### src/rtl/reversi_pkg.sv
// Shared Reversi definitions: cell encodings, board geometry, direction deltas
// and the capture-stage FSM states.
package reversi_pkg;

  localparam int DIM       = 8;
  localparam int CELL_W    = 3;
  localparam int NUM_CELLS = DIM * DIM;
  localparam int BOARD_W   = NUM_CELLS * CELL_W;

  localparam logic [2:0] CELL_EMPTY = 3'b000;
  localparam logic [2:0] CELL_WHITE = 3'b110;
  localparam logic [2:0] CELL_BLACK = 3'b111;

  // Two's-complement deltas for N, NE, E, SE, S, SW, W, NW (2'b11 = -1)
  localparam logic [1:0] DR [8] = '{2'b11, 2'b11, 2'b00, 2'b01, 2'b01, 2'b01, 2'b00, 2'b11};
  localparam logic [1:0] DC [8] = '{2'b00, 2'b01, 2'b01, 2'b01, 2'b00, 2'b11, 2'b11, 2'b11};

  typedef enum logic [1:0] {
    IDLE   = 2'd0,
    SCAN   = 2'd1,
    COMMIT = 2'd2
  } state_t;

endpackage

### src/rtl/flip_discs_if.sv
// Request/response bundle between the placement stage and the capture stage.
interface flip_discs_if;
  import reversi_pkg::*;

  logic               start;
  logic [BOARD_W-1:0] board_in;
  logic [5:0]         index;
  logic               player_black;
  logic               busy;
  logic               done;
  logic [BOARD_W-1:0] board_out;
  logic [5:0]         flip_count;
  logic               legal;

  modport master (
    output start, board_in, index, player_black,
    input  busy, done, board_out, flip_count, legal
  );

  modport slave (
    input  start, board_in, index, player_black,
    output busy, done, board_out, flip_count, legal
  );

endinterface

### src/rtl/reversi_dir_step.sv
// One step from (row, col) along direction dir; flags steps that leave the 8x8 board.
module reversi_dir_step
  import reversi_pkg::*;
(
  input  logic [2:0] row,
  input  logic [2:0] col,
  input  logic [2:0] dir,
  output logic [2:0] next_row,
  output logic [2:0] next_col,
  output logic       off_board
);

  logic [4:0] row_sum;
  logic [4:0] col_sum;

  // Row/col range -1..8: bit 4 catches -1, bit 3 catches 8, so no wrap across rows
  assign row_sum   = {2'b00, row} + {{3{DR[dir][1]}}, DR[dir]};
  assign col_sum   = {2'b00, col} + {{3{DC[dir][1]}}, DC[dir]};
  assign next_row  = row_sum[2:0];
  assign next_col  = col_sum[2:0];
  assign off_board = row_sum[4] | row_sum[3] | col_sum[4] | col_sum[3];

endmodule

### src/rtl/flip_discs.sv
// Capture stage: walks the 8 directions from the placed cell, one cell per cycle,
// and flips every bracketed opponent disc to the mover's colour.
module flip_discs
  import reversi_pkg::*;
(
  input  logic         clk,
  input  logic         reseten,
  flip_discs_if.slave  bus
);

  state_t               state_q, state_d;
  logic [BOARD_W-1:0]   board_q, board_d;
  logic [5:0]           idx_q, idx_d;
  logic                 black_q, black_d;
  logic [2:0]           dir_q, dir_d;
  logic [2:0]           cur_row_q, cur_row_d;
  logic [2:0]           cur_col_q, cur_col_d;
  logic                 cur_off_q, cur_off_d;
  logic [NUM_CELLS-1:0] pend_q, pend_d;
  logic [NUM_CELLS-1:0] flip_q, flip_d;
  logic                 busy_q, busy_d;
  logic                 done_q, done_d;
  logic                 legal_q, legal_d;
  logic [5:0]           count_q, count_d;
  logic [BOARD_W-1:0]   board_out_q, board_out_d;

  logic [2:0]           cur_next_row, cur_next_col;
  logic                 cur_next_off;
  logic [2:0]           idx_row_sel, idx_col_sel, idx_dir_sel;
  logic [2:0]           idx_next_row, idx_next_col;
  logic                 idx_next_off;
  logic [7:0]           bit_base;
  logic [2:0]           cur_cell;
  logic [NUM_CELLS-1:0] cur_bit;
  logic [BOARD_W-1:0]   resolved;
  logic [5:0]           flips;
  logic                 end_dir;

  // Steps the cursor along the current direction
  reversi_dir_step u_step_cur (
    .row       (cur_row_q),
    .col       (cur_col_q),
    .dir       (dir_q),
    .next_row  (cur_next_row),
    .next_col  (cur_next_col),
    .off_board (cur_next_off)
  );

  // First cell of a new direction: from the incoming index on start, else the latched one
  assign idx_row_sel = (state_q == IDLE) ? bus.index[5:3] : idx_q[5:3];
  assign idx_col_sel = (state_q == IDLE) ? bus.index[2:0] : idx_q[2:0];
  assign idx_dir_sel = (state_q == IDLE) ? 3'd0 : dir_q + 3'd1;

  reversi_dir_step u_step_idx (
    .row       (idx_row_sel),
    .col       (idx_col_sel),
    .dir       (idx_dir_sel),
    .next_row  (idx_next_row),
    .next_col  (idx_next_col),
    .off_board (idx_next_off)
  );

  assign bit_base = {2'b00, cur_row_q, cur_col_q} * 8'd3;
  assign cur_cell = board_q[bit_base +: CELL_W];
  assign cur_bit  = {{(NUM_CELLS-1){1'b0}}, 1'b1} << {cur_row_q, cur_col_q};

  always_comb begin
    resolved = board_q;
    flips    = '0;
    for (int i = 0; i < NUM_CELLS; i++) begin
      if (flip_q[i]) resolved[CELL_W*i +: CELL_W] = black_q ? CELL_BLACK : CELL_WHITE;
      flips = flips + {5'b00000, flip_q[i]};
    end
  end

  always_comb begin
    state_d     = state_q;
    board_d     = board_q;
    idx_d       = idx_q;
    black_d     = black_q;
    dir_d       = dir_q;
    cur_row_d   = cur_row_q;
    cur_col_d   = cur_col_q;
    cur_off_d   = cur_off_q;
    pend_d      = pend_q;
    flip_d      = flip_q;
    busy_d      = busy_q;
    done_d      = 1'b0;
    legal_d     = legal_q;
    count_d     = count_q;
    board_out_d = board_out_q;
    end_dir     = 1'b0;

    unique case (state_q)
      IDLE: begin
        if (bus.start) begin
          board_d   = bus.board_in;
          idx_d     = bus.index;
          black_d   = bus.player_black;
          dir_d     = 3'd0;
          cur_row_d = idx_next_row;
          cur_col_d = idx_next_col;
          cur_off_d = idx_next_off;
          pend_d    = '0;
          flip_d    = '0;
          busy_d    = 1'b1;
          state_d   = SCAN;
        end
      end
      SCAN: begin
        if (cur_off_q || !cur_cell[2]) begin
          pend_d  = '0;
          end_dir = 1'b1;
        end else if (cur_cell[0] != black_q) begin
          pend_d    = pend_q | cur_bit;
          cur_row_d = cur_next_row;
          cur_col_d = cur_next_col;
          cur_off_d = cur_next_off;
        end else begin
          flip_d  = flip_q | pend_q;
          pend_d  = '0;
          end_dir = 1'b1;
        end
        if (end_dir) begin
          if (dir_q == 3'd7) begin
            state_d = COMMIT;
          end else begin
            dir_d     = dir_q + 3'd1;
            cur_row_d = idx_next_row;
            cur_col_d = idx_next_col;
            cur_off_d = idx_next_off;
          end
        end
      end
      COMMIT: begin
        board_out_d = resolved;
        count_d     = flips;
        legal_d     = (flip_q != '0);
        done_d      = 1'b1;
        busy_d      = 1'b0;
        state_d     = IDLE;
      end
      default: state_d = IDLE;
    endcase
  end

  always_ff @(posedge clk) begin
    if (!reseten) begin
      state_q     <= IDLE;
      board_q     <= '0;
      idx_q       <= '0;
      black_q     <= 1'b0;
      dir_q       <= '0;
      cur_row_q   <= '0;
      cur_col_q   <= '0;
      cur_off_q   <= 1'b0;
      pend_q      <= '0;
      flip_q      <= '0;
      busy_q      <= 1'b0;
      done_q      <= 1'b0;
      legal_q     <= 1'b0;
      count_q     <= '0;
      board_out_q <= '0;
    end else begin
      state_q     <= state_d;
      board_q     <= board_d;
      idx_q       <= idx_d;
      black_q     <= black_d;
      dir_q       <= dir_d;
      cur_row_q   <= cur_row_d;
      cur_col_q   <= cur_col_d;
      cur_off_q   <= cur_off_d;
      pend_q      <= pend_d;
      flip_q      <= flip_d;
      busy_q      <= busy_d;
      done_q      <= done_d;
      legal_q     <= legal_d;
      count_q     <= count_d;
      board_out_q <= board_out_d;
    end
  end

  assign bus.busy       = busy_q;
  assign bus.done       = done_q;
  assign bus.legal      = legal_q;
  assign bus.flip_count = count_q;
  assign bus.board_out  = board_out_q;

endmodule

### src/flat_wrapper.sv
// flat-port wrapper written by rule: the top's interface ports become plain ports
module flip_discs_flat import reversi_pkg::*;
  (clk, reseten, bus_start, bus_board_in, bus_index, bus_player_black, bus_busy, bus_done, bus_board_out, bus_flip_count, bus_legal);
  flip_discs_if bus_i ();
  input  logic clk;
  input  logic reseten;
  input wire logic [$bits(bus_i.start)-1:0] bus_start;
  input wire logic [$bits(bus_i.board_in)-1:0] bus_board_in;
  input wire logic [$bits(bus_i.index)-1:0] bus_index;
  input wire logic [$bits(bus_i.player_black)-1:0] bus_player_black;
  output wire logic [$bits(bus_i.busy)-1:0] bus_busy;
  output wire logic [$bits(bus_i.done)-1:0] bus_done;
  output wire logic [$bits(bus_i.board_out)-1:0] bus_board_out;
  output wire logic [$bits(bus_i.flip_count)-1:0] bus_flip_count;
  output wire logic [$bits(bus_i.legal)-1:0] bus_legal;
  assign bus_i.start = bus_start;
  assign bus_i.board_in = bus_board_in;
  assign bus_i.index = bus_index;
  assign bus_i.player_black = bus_player_black;
  assign bus_busy = bus_i.busy;
  assign bus_done = bus_i.done;
  assign bus_board_out = bus_i.board_out;
  assign bus_flip_count = bus_i.flip_count;
  assign bus_legal = bus_i.legal;
  flip_discs u_core (.clk(clk), .reseten(reseten), .bus(bus_i));
endmodule
### config.mk
export PLATFORM = sky130hd
export DESIGN_NAME = flip_discs_flat
export DESIGN_NICKNAME = d
export VERILOG_FILES = /design/src/rtl/reversi_pkg.sv /design/src/rtl/flip_discs_if.sv /design/src/rtl/reversi_dir_step.sv /design/src/rtl/flip_discs.sv /design/src/flat_wrapper.sv
export SDC_FILE = /design/constraint.sdc
export NUM_CORES = 1
export LEC_CHECK = 0
export CAP_MARGIN = 5
export CORE_AREA = 2 2 222 224
export DETAILED_ROUTE_END_ITERATION = 8
export DIE_AREA = 0 0 224 226
export MAX_ROUTING_LAYER = met4
export PLACE_DENSITY = 0.86
export SETUP_SLACK_MARGIN = 0.15
export SLEW_MARGIN = 15
export SYNTH_ARGS = -nofsm -noshare
export SYNTH_HDL_FRONTEND = slang
export SYNTH_SLANG_ARGS = --single-unit
### constraint.sdc
create_clock -name clk -period 5.6 [get_ports clk]
set_input_delay 0.84 -clock clk [delete_from_list [all_inputs] [get_ports clk]]
set_output_delay 0.84 -clock clk [all_outputs]
set_load 0.005 [all_outputs]
Word level (Yosys, flattened, before mapping). Memories as Yosys holds them, arrays and structs flattened. Index checks and enable logic that the tools add are counted.

Flip-flop bits (word level): 540. Memory bits (read-only): 64. Input bits: 202. Output and inout port bits: 201. Word-level logic and storage cells: 239. Memories: 4.

Add/sub/neg operators: 68. Multipliers: 1. $lt $le $gt $ge: 2. Equal/unequal tests: 10. Shifts and indexed selects: 2. Muxes and demuxes: 115. Bitwise operators: 10. Reductions and logical operators: 12.

Memory list: (no name shown) (depth 8, bits a word 2, rd ports 1, clocked after Yosys merged registers in 0, wr ports 0, line reversi_dir_step.sv:18) `assign col_sum = {2'b00, col} + {{3{DC[dir][1]}}, DC[dir]};`; (no name shown) (depth 8, bits a word 2, rd ports 1, clocked after Yosys merged registers in 0, wr ports 0, line reversi_dir_step.sv:17) `assign row_sum = {2'b00, row} + {{3{DR[dir][1]}}, DR[dir]};`; (no name shown) (depth 8, bits a word 2, rd ports 1, clocked after Yosys merged registers in 0, wr ports 0, line reversi_dir_step.sv:18); (no name shown) (depth 8, bits a word 2, rd ports 1, clocked after Yosys merged registers in 0, wr ports 0, line reversi_dir_step.sv:17).

Operators by type and width (count): $add A6 B1 Y6 (62); $mux W64 (5); $pmux W64 S2 (2); $mux W3 (80); $shiftx A192 B9 Y3 (1); $or A64 B64 Y64 (2); $reduce_bool A64 Y1 (1); $shl A1 B6 Y64 const A (1); $mux W2 (11); $add A4 B2 Y5 (4); $pmux W3 S2 (3); $mux W1 (11); $ge A4 B4 Y1 const B (2); $mul A6 B2 Y8 const B (1); $ne A2 B2 Y1 const B (4); $not A3 Y4 (2); $reduce_and A4 Y1 (2); $or A1 B1 Y1 (6); $reduce_and A2 Y1 (3); $ne A2 B1 Y1 const B (2); $pmux W1 S2 (2); $pmux W2 S2 (1); $reduce_bool A2 Y1 (2); $add A3 B1 Y3 const B (1); other kinds (9) (9).

Depth between registers and ports, before layout. Gate-level depths: netlist of run 1.

Word-level depth: 63. Depth in mapped cells: 22. Mapped depth without buffers: 22.

Modules after synthesis. From an unflattened synthesis of run 1, not the netlist that was laid out.

Cell total of the unflattened synthesis: 2674. Area, all modules: 22939.5 µm².

Modules (own cells, without submodules): flip_discs (times used 1, cells an instance 2596, area an instance 22328.9 µm², sequential area each 10810.4 µm²); reversi_dir_step (times used 2, cells an instance 39, area an instance 305.3 µm², sequential area each 0.0 µm²).

Worst setup path after synthesis of run 1. No wires, ideal clock.

Path kind: register to register. From: register u_core.flip_q[0]. To: register u_core.count_q[4], in the netlist u_core.bus.flip_count[4]. Setup time: 0.070 ns. Arrival time: 5.995 ns. Data required time: 5.530 ns. Slack: -0.466 ns. Stages on the path, launching flop included: 20. Buffers on the path: 0. Clock period less this slack: 6.066 ns. Path through: dfxtp_1 > inv_1 > ha_1 > inv_1 > fa_1 > fa_1 > fa_1 > fa_1 > fa_1 > fa_1 > fa_1 > fa_1 > inv_1 > fa_1 > fa_1 > a21o_1 > a21oi_1 > xnor2_1 > nand2_1 > a21oi_1.

Cells in the longest elaborated chain, start to end: 63.

Ends and longest elaborated chain: start, declared (line flip_discs.sv:20) `logic [NUM_CELLS-1:0] flip_q, flip_d;`; start signal, assigned (line flip_discs.sv:174) `flip_q <= flip_d;`; $add A1 B1 Y2 (line flip_discs.sv:72) `flips = flips + {5'b00000, flip_q[i]};`; $add A6 B1 Y6 (62 in a row) (line flip_discs.sv:72); end signal, assigned (line flip_discs.sv:178) `count_q <= count_d;`; end, declared (line flip_discs.sv:24) `logic [5:0] count_q, count_d;`.

No other way between the ends. A chain may end at the register's enable or synchronous reset.

Worst setup path after layout of run 1.
From: register u_core.flip_q[1]. To: register u_core.count_q[4], in the netlist u_core.bus.flip_count[4].

Same word-level chain as after synthesis.

==> flow_summary.toml, run 1 <==
[pwr]
cellLeakagePower_nw = 10.7
internal_power_mw = 6.35
p_total_mw = 8.50
combPwrFrac = 0.103
switching_share = 0.254
power_frac_seq = 0.479
p_per_area_nw_per_um2 = 291
switching_power_mw = 2.16
power.clock.fraction = 0.419
max-vdd-ir-drop_mv = 0.225

[logic_synthesis]
netlist_top_cells_area = "dfxtp_1 47%, nand2_1 7.1%, a21oi_1 6.2%"
synth-xor-area-share = 0.00305
seq_area_frac_synth = 0.471
synth-edff-count = 0
synth_ff_type = "dfxtp_1"
synthAdderAreaFrac = 0.0691
yosysUniqueCellTypes = 66
ys_ff_latch = 540
yosysTopAreaCellShare = 0.471
syn_nets = 2902
synth_compound_area_frac = 0.130
syn_area_um2 = 23000
ys_warn_count = 0
synthMuxAreaShare = 0.0675
synthSimpleGateAreaFrac = 0.201
syn_area_per_cell_um2 = 8.81
synth_top_family_by_area = "simple AND/OR/NAND/NOR gates"
synth-async-reset-ratio = 0
yosys.area.top_type = "dfxtp_1"
netlist_instances = 2608

[clock_network]
cts_max_path_buffers = 3
holdBufCountCts = 0
clk_latency_ns = 0.60
cts-buffers-inserted = 54
cts_sinks = 540
root_buffer = "clkbuf_16"
cts_tree = "yes"
clk_pin_slew_ns = 0.06
h-tree-depth = 2

[finish]
fillers = 3931
layout-drive-gt1-share = 0.0778
fin_cells = 3615
antennaDiodeCount = 0
final_util = 0.605
seq_area_um2 = 10800
multi_input_area_um2 = 10900
final_nets = 3246
area_growth_pct = 27.4

[route]
ant_nets = 0
vias_per_cell = 5.71
routed_wl_mm = 73.7
drt_iter0_drc = 2204
drt_pre_antenna_iters = 7
drc = 0
via_count = 20600
wl_per_cell_um = 20.4

[floorplan]
ioPinCount = 403
initial_core_util = 0.475
die_x_um = 224
coreArea_um2 = 48300
die_area_um2 = 50600
rows = 81
die_y_um = 226

[timing]
rsz0062_at_grt = "yes"
worst_slew_margin_rel = 0.105
hold_viol = 0
setup_violations = 5
fin_crit_sh = 1.09
worst_pin_slew_ns = 1.33
tns_ns = -1.78
min_period_ns = 6.09
finalMaxSlewViolations = 0
fmax_ghz = 0.164
setup_ws_ns = -0.489
skew_ns = 0.0178

[critical_path]
worst-setup-path-type = "reg2reg"
r2r-end = "u_core.bus.flip_count[4]"
cp_data_arrival_time_ns = 6.61
worst-r2r-cell-count = 19
cp-end-kind = "register"
cp-start-kind = "register"
regToRegStartpoint = "u_core.flip_q[1]"
r2r_slack_ns = -0.49
crit_path_max_fanout = 2
crit_required_ns = 6.12

[worst_hold_path]
hp-start = "u_core.idx_q[1]"
hold_class = "reg2reg"
min_to = "u_core.idx_q[1]"
min_path_cells = 2

[run_status]
status = "finished, violations left"
violations = "setup timing"

[grt]
grt_max_degree = 190
grt_use_total = 0.292
antenna_found_initial = 0
grt_pass1_wl_mm = 112
grt_pass1_vias = 19900
overflow = 0

[placed_design]
dp_hpwl_mm = 50.3
numPortBuffers = 402
place_congestion = 0.957
dp_cells = 3516

[flow_run]
maxCapViolCount = 0
[routing by layer]
layer  track usage  vias up  part of all wire
met4         0.124        0             0.044
met1         0.367     9853              0.40
met2         0.462      982              0.47
met5             -        -                 0
met3        0.0540      213             0.084
li1              -     9589                 -
[how the worst max path moves through the flow]
stage | from | end | slack, ns | cells past startpoint
2_1_floorplan | u_core.flip_q[0] | u_core.bus.flip_count[4] | -0.22 | 19
3_3_place_gp | u_core.flip_q[0] | u_core.bus.flip_count[4] | -0.32 | 19
3_5_place_dp | u_core.flip_q[0] | u_core.bus.flip_count[4] | -0.43 | 19
4_1_cts | u_core.flip_q[0] | u_core.bus.flip_count[4] | -0.40 | 19
5_1_grt | u_core.flip_q[0] | u_core.bus.flip_count[4] | -0.64 | 19
6_report | u_core.flip_q[1] | u_core.bus.flip_count[4] | -0.49 | 19
[power by group through the flow]
| stage | Sequential [mW] | Combinational, mW | Clock (mW) |
|---|---|---|---|
| global placement | 4.15 | 0.840 | 0 |
| CTS | 4.07 | 0.862 | 3.60 |
| global route | 4.08 | 0.936 | 3.77 |
| floorplan | 4.08 | 0.574 | 0 |
| detailed placement | 4.15 | 0.856 | 0 |
| finish | 4.07 | 0.872 | 3.56 |
[critical path, stage by stage (launching register included)]
cell and delay (ns):
dfxtp_2 0.33, inv_2 0.04, ha_4 0.25, inv_2 0.03, fa_1 0.48, fa_1 0.57
fa_1 0.45, fa_1 0.51, fa_1 0.43, fa_1 0.51, fa_1 0.42, fa_1 0.51
inv_2 0.04, fa_2 0.36, fa_2 0.36, a21o_1 0.19, a21oi_2 0.15, xnor2_1 0.14
nand2_1 0.07, a21oi_1 0.17
[cells in the mapped netlist (2+ instances only)]
library cell / count
dfxtp_1: 540
nand2_1: 437
a21oi_1: 284
nor3_1: 270
nor2_1: 251
clkbuf_1: 141
mux2i_1: 116
inv_1: 105
a211oi_1: 67
a22o_1: 65
fa_1: 58
ha_1: 34
nor2_2: 31
nor4_1: 18
o21ai_0: 17
a22oi_1: 12
buf_1: 11
nand3_1: 11
buf_6: 10
mux4_1: 10
nand2b_1: 9
a21o_1: 7
a32oi_1: 7
buf_4: 6
clkbuf_8: 6
mux2_2: 6
a31oi_1: 5
nor2b_1: 5
or2_2: 5
xnor2_1: 5
buf_8: 4
nand4_1: 4
a41oi_1: 3
and2b_2: 3
and3_1: 3
dlygate4sd3_1: 3
xor2_1: 3
a221o_1: 2
and2_1: 2
buf_12: 2
buf_2: 2
mux4_2: 2
o22ai_1: 2
or3_1: 2
[sequential cells by signal, summed over array words and instances (netlist names), 2 cells and up]
register and cells:
u_core.board_q 192, u_core.bus.board_out 192, u_core.flip_q 64, u_core.pend_q 64
u_core.bus.flip_count 6, u_core.idx_q 6, u_core.cur_col_q 3, u_core.cur_row_q 3
u_core.dir_q 3, u_core.state_q 2
[logic make-up (layout without fill, tap and decap cells)]
group	count (synthesis)	in the layout
AOI/OAI and AO/OA	480	480
xor gates and xnor gates	8	8
adders and majority gates	92	92
buffers and inverters	291	676
DFF	540	540
muxes	135	135
and+or+nand+nor	1062	1062
[stage by stage]
step / instance area [um2] / worst slack (ns) / hold slack, ns
floorplan: 23000 / -0.216 / 0.434
global placement: 27500 / -0.323 / 0.439
detailed placement: 27500 / -0.434 / 0.444
CTS: 29200 / -0.396 / 0.453
global route: 29300 / -0.644 / 0.467
finish: 29300 / -0.489 / 0.452
[what timing repair did]
item	in CTS	in global routing
resized for setup	6	3
endpoints found under the setup margin	5	6
buffers inserted	2	0
cloned	0	0
pin swaps	7	6
[layout by cell type, fill, tap and decap left out, types with 33 or more instances in the layout]
cell	count
dfxtp_1	534
nand2_1	436
clkdlybuf4s50_1	402
a21oi_1	282
nor3_1	269
nor2_1	250
mux2i_1	116
inv_1	101
a211oi_1	66
a22o_1	65
buf_4	64
fa_1	56
clkbuf_16	55
ha_1	33
[cell type report]
type | instances | area share
multi-input combinational | 1777 | 0.372
sequential | 540 | 0.370
timing repair buffer | 473 | 0.158
clock buffer | 87 | 0.0563
tap | 622 | 0.0266
inverter | 106 | 0.0139
clock inverter | 10 | 0.00304
Note: power is estimated with default switching activity, not from simulation.
==> run 2, diff against run 1 <==
PLACE_DENSITY = 0.76   (was 0.86)
==> flow_summary.toml, run 2 (same netlist as run 1, synthesis figures left out) <==
[pwr]
internal_power_mw = 6.79
switching_share = 0.249
p_per_area_nw_per_um2 = 305
cellLeakagePower_nw = 10.9
switching_power_mw = 2.25
combPwrFrac = 0.098
max-vdd-ir-drop_mv = 0.228
power_frac_seq = 0.450
power.clock.fraction = 0.453

[timing]
rsz0062_at_grt = "yes"
min_period_ns = 6.06
skew_ns = 0.0226
setup_violations = 5
setup_ws_ns = -0.457
fin_crit_sh = 1.08
hold_ws_ns = 0.455
finalMaxSlewViolations = 0
worst_pin_slew_ns = 1.33
worst_slew_margin_rel = 0.110
fmax_ghz = 0.165
hold_viol = 0

[critical_path]
r2r_slack_ns = -0.46
cp_data_arrival_time_ns = 6.60
r2r-end = "u_core.bus.flip_count[4]"
worst-r2r-cell-count = 19
crit_path_max_incr_delay_ns = 0.53
cp-start-kind = "register"
crit_required_ns = 6.14
crit_path_max_fanout = 2
cp-end-kind = "register"
worstPathCellList = "inv_2 > ha_4 > inv_2 > fa_1 > fa_1 > fa_1 > fa_1 > fa_1 > fa_1 > fa_1 > fa_1 > inv_1 > fa_2 > fa_2 > a21o_1 > a21oi_2 > xnor2_1 > nand2_1 > a21oi_2"
cp_slowest_cell = "fa_1"
regToRegStartpoint = "u_core.flip_q[1]"
worst-setup-path-type = "reg2reg"
cp_common_cell = "fa_1"

[clock_network]
h-tree-depth = 2
cts_max_path_buffers = 3
clk_pin_slew_ns = 0.06
root_buffer = "clkbuf_16"
cts-buffers-inserted = 55
cts_tree = "yes"
clk_latency_ns = 0.62
cts_sinks = 540

[finish]
seq_area_um2 = 10800
antennaDiodeCount = 0
layout-drive-gt1-share = 0.0856
multi_input_area_um2 = 10900
final_common_cell = "dfxtp_1"
fin_cells = 3625
final_nets = 3250
fillers = 4067
layout_common_cells = "534 x dfxtp_1, 436 x nand2_1, 402 x clkdlybuf4s50_1"
postLayoutCellArea_um2 = 29600
area_growth_pct = 28.9

[floorplan]
ioPinCount = 403
die_x_um = 224
coreArea_um2 = 48300
rows = 81
die_area_um2 = 50600
die_y_um = 226
initial_core_util = 0.475

[placed_design]
dp_cells = 3520
numPortBuffers = 402
dp_hpwl_mm = 51.2
dpl-instance-area_um2 = 27500
place_congestion = 0.933

[worst_hold_path]
hp-start = "u_core.bus.busy"
hold_class = "reg2reg"
min_to = "u_core.bus.busy"
min_path_cells = 2

[grt]
antenna_found_initial = 1
grt_use_total = 0.294
grt_pass1_vias = 19900
grt_pass1_wl_mm = 113
overflow = 0
grt_max_degree = 194

[route]
wl_per_cell_um = 20.6
drt_pre_antenna_iters = 5
via_count = 20400
drt_iter0_drc = 1903
vias_per_cell = 5.64
ant_nets = 0
routed_wl_mm = 74.5
drc = 0

[run_status]
status = "finished, violations left"
violations = "setup timing"

[flow_run]
maxCapViolCount = 0
-- run 2: timing repair --
item                       4_1_cts  5_1_grt
pin swaps                        6        5
gates resized for setup          5        3
hold buffers                     0        0
setup endpoints to repair        5        6
hold endpoints to repair         0        0
buffers inserted                 1        0
-- run 2: how the worst max path moves through the flow --
stage	to	slack, ns	from	cells after the start
after detailed placement	u_core.bus.flip_count[4]	-0.45	u_core.flip_q[0]	19
final	u_core.bus.flip_count[4]	-0.46	u_core.flip_q[1]	19
after CTS	u_core.bus.flip_count[4]	-0.42	u_core.flip_q[1]	19
after floorplan	u_core.bus.flip_count[4]	-0.22	u_core.flip_q[0]	19
after global routing	u_core.bus.flip_count[4]	-0.65	u_core.flip_q[0]	19
after global placement	u_core.bus.flip_count[4]	-0.35	u_core.flip_q[0]	19
-- run 2: final cells by class --
cell class,count,area share
timing repair buffer,476,0.156
multi-input combinational,1777,0.369
sequential,540,0.366
clock buffer,82,0.0582
tap,622,0.0263
inverter,106,0.0137
clock inverter,22,0.0112
-- run 2: routing by layer --
metal | global-route usage | part of all wire | vias up
li1 | - | - | 9588
met1 | 0.383 | 0.43 | 9916
met2 | 0.478 | 0.48 | 804
met3 | 0.0450 | 0.067 | 124
met4 | 0.0834 | 0.025 | 0
met5 | - | 0 | -
-- run 2: power groups by stage --
stage / Combinational [mW] / Clock, mW / Sequential (mW)
finish: 0.883 / 4.09 / 4.07
global route: 0.954 / 4.28 / 4.08
CTS: 0.876 / 4.13 / 4.06
detailed placement: 0.870 / 0 / 4.15
global placement: 0.856 / 0 / 4.14
floorplan: 0.574 / 0 / 4.08
-- run 2: stage by stage --
step	setup slack, ns	total power [mW]	setup TNS [ns]	util
2_1_floorplan	-0.216	4.65	-0.347	-
3_3_place_gp	-0.349	5.00	-0.877	0.569
3_5_place_dp	-0.447	5.02	-1.22	0.569
4_1_cts	-0.425	9.07	-1.12	0.612
5_1_grt	-0.652	9.31	-2.20	0.612
6_report	-0.457	9.04	-1.27	0.612
-- run 2: critical path: cells and delay by family (launching register included) --
family                   cells  cell delay [ns]
adder cells (fa/ha/maj)     11             4.79
AO/OA/AOI/OAI                3             0.54
flip-flops                   1             0.33
XOR/XNOR                     1             0.13
buffers and inverters        3             0.12
AND/OR/NAND/NOR              1             0.08
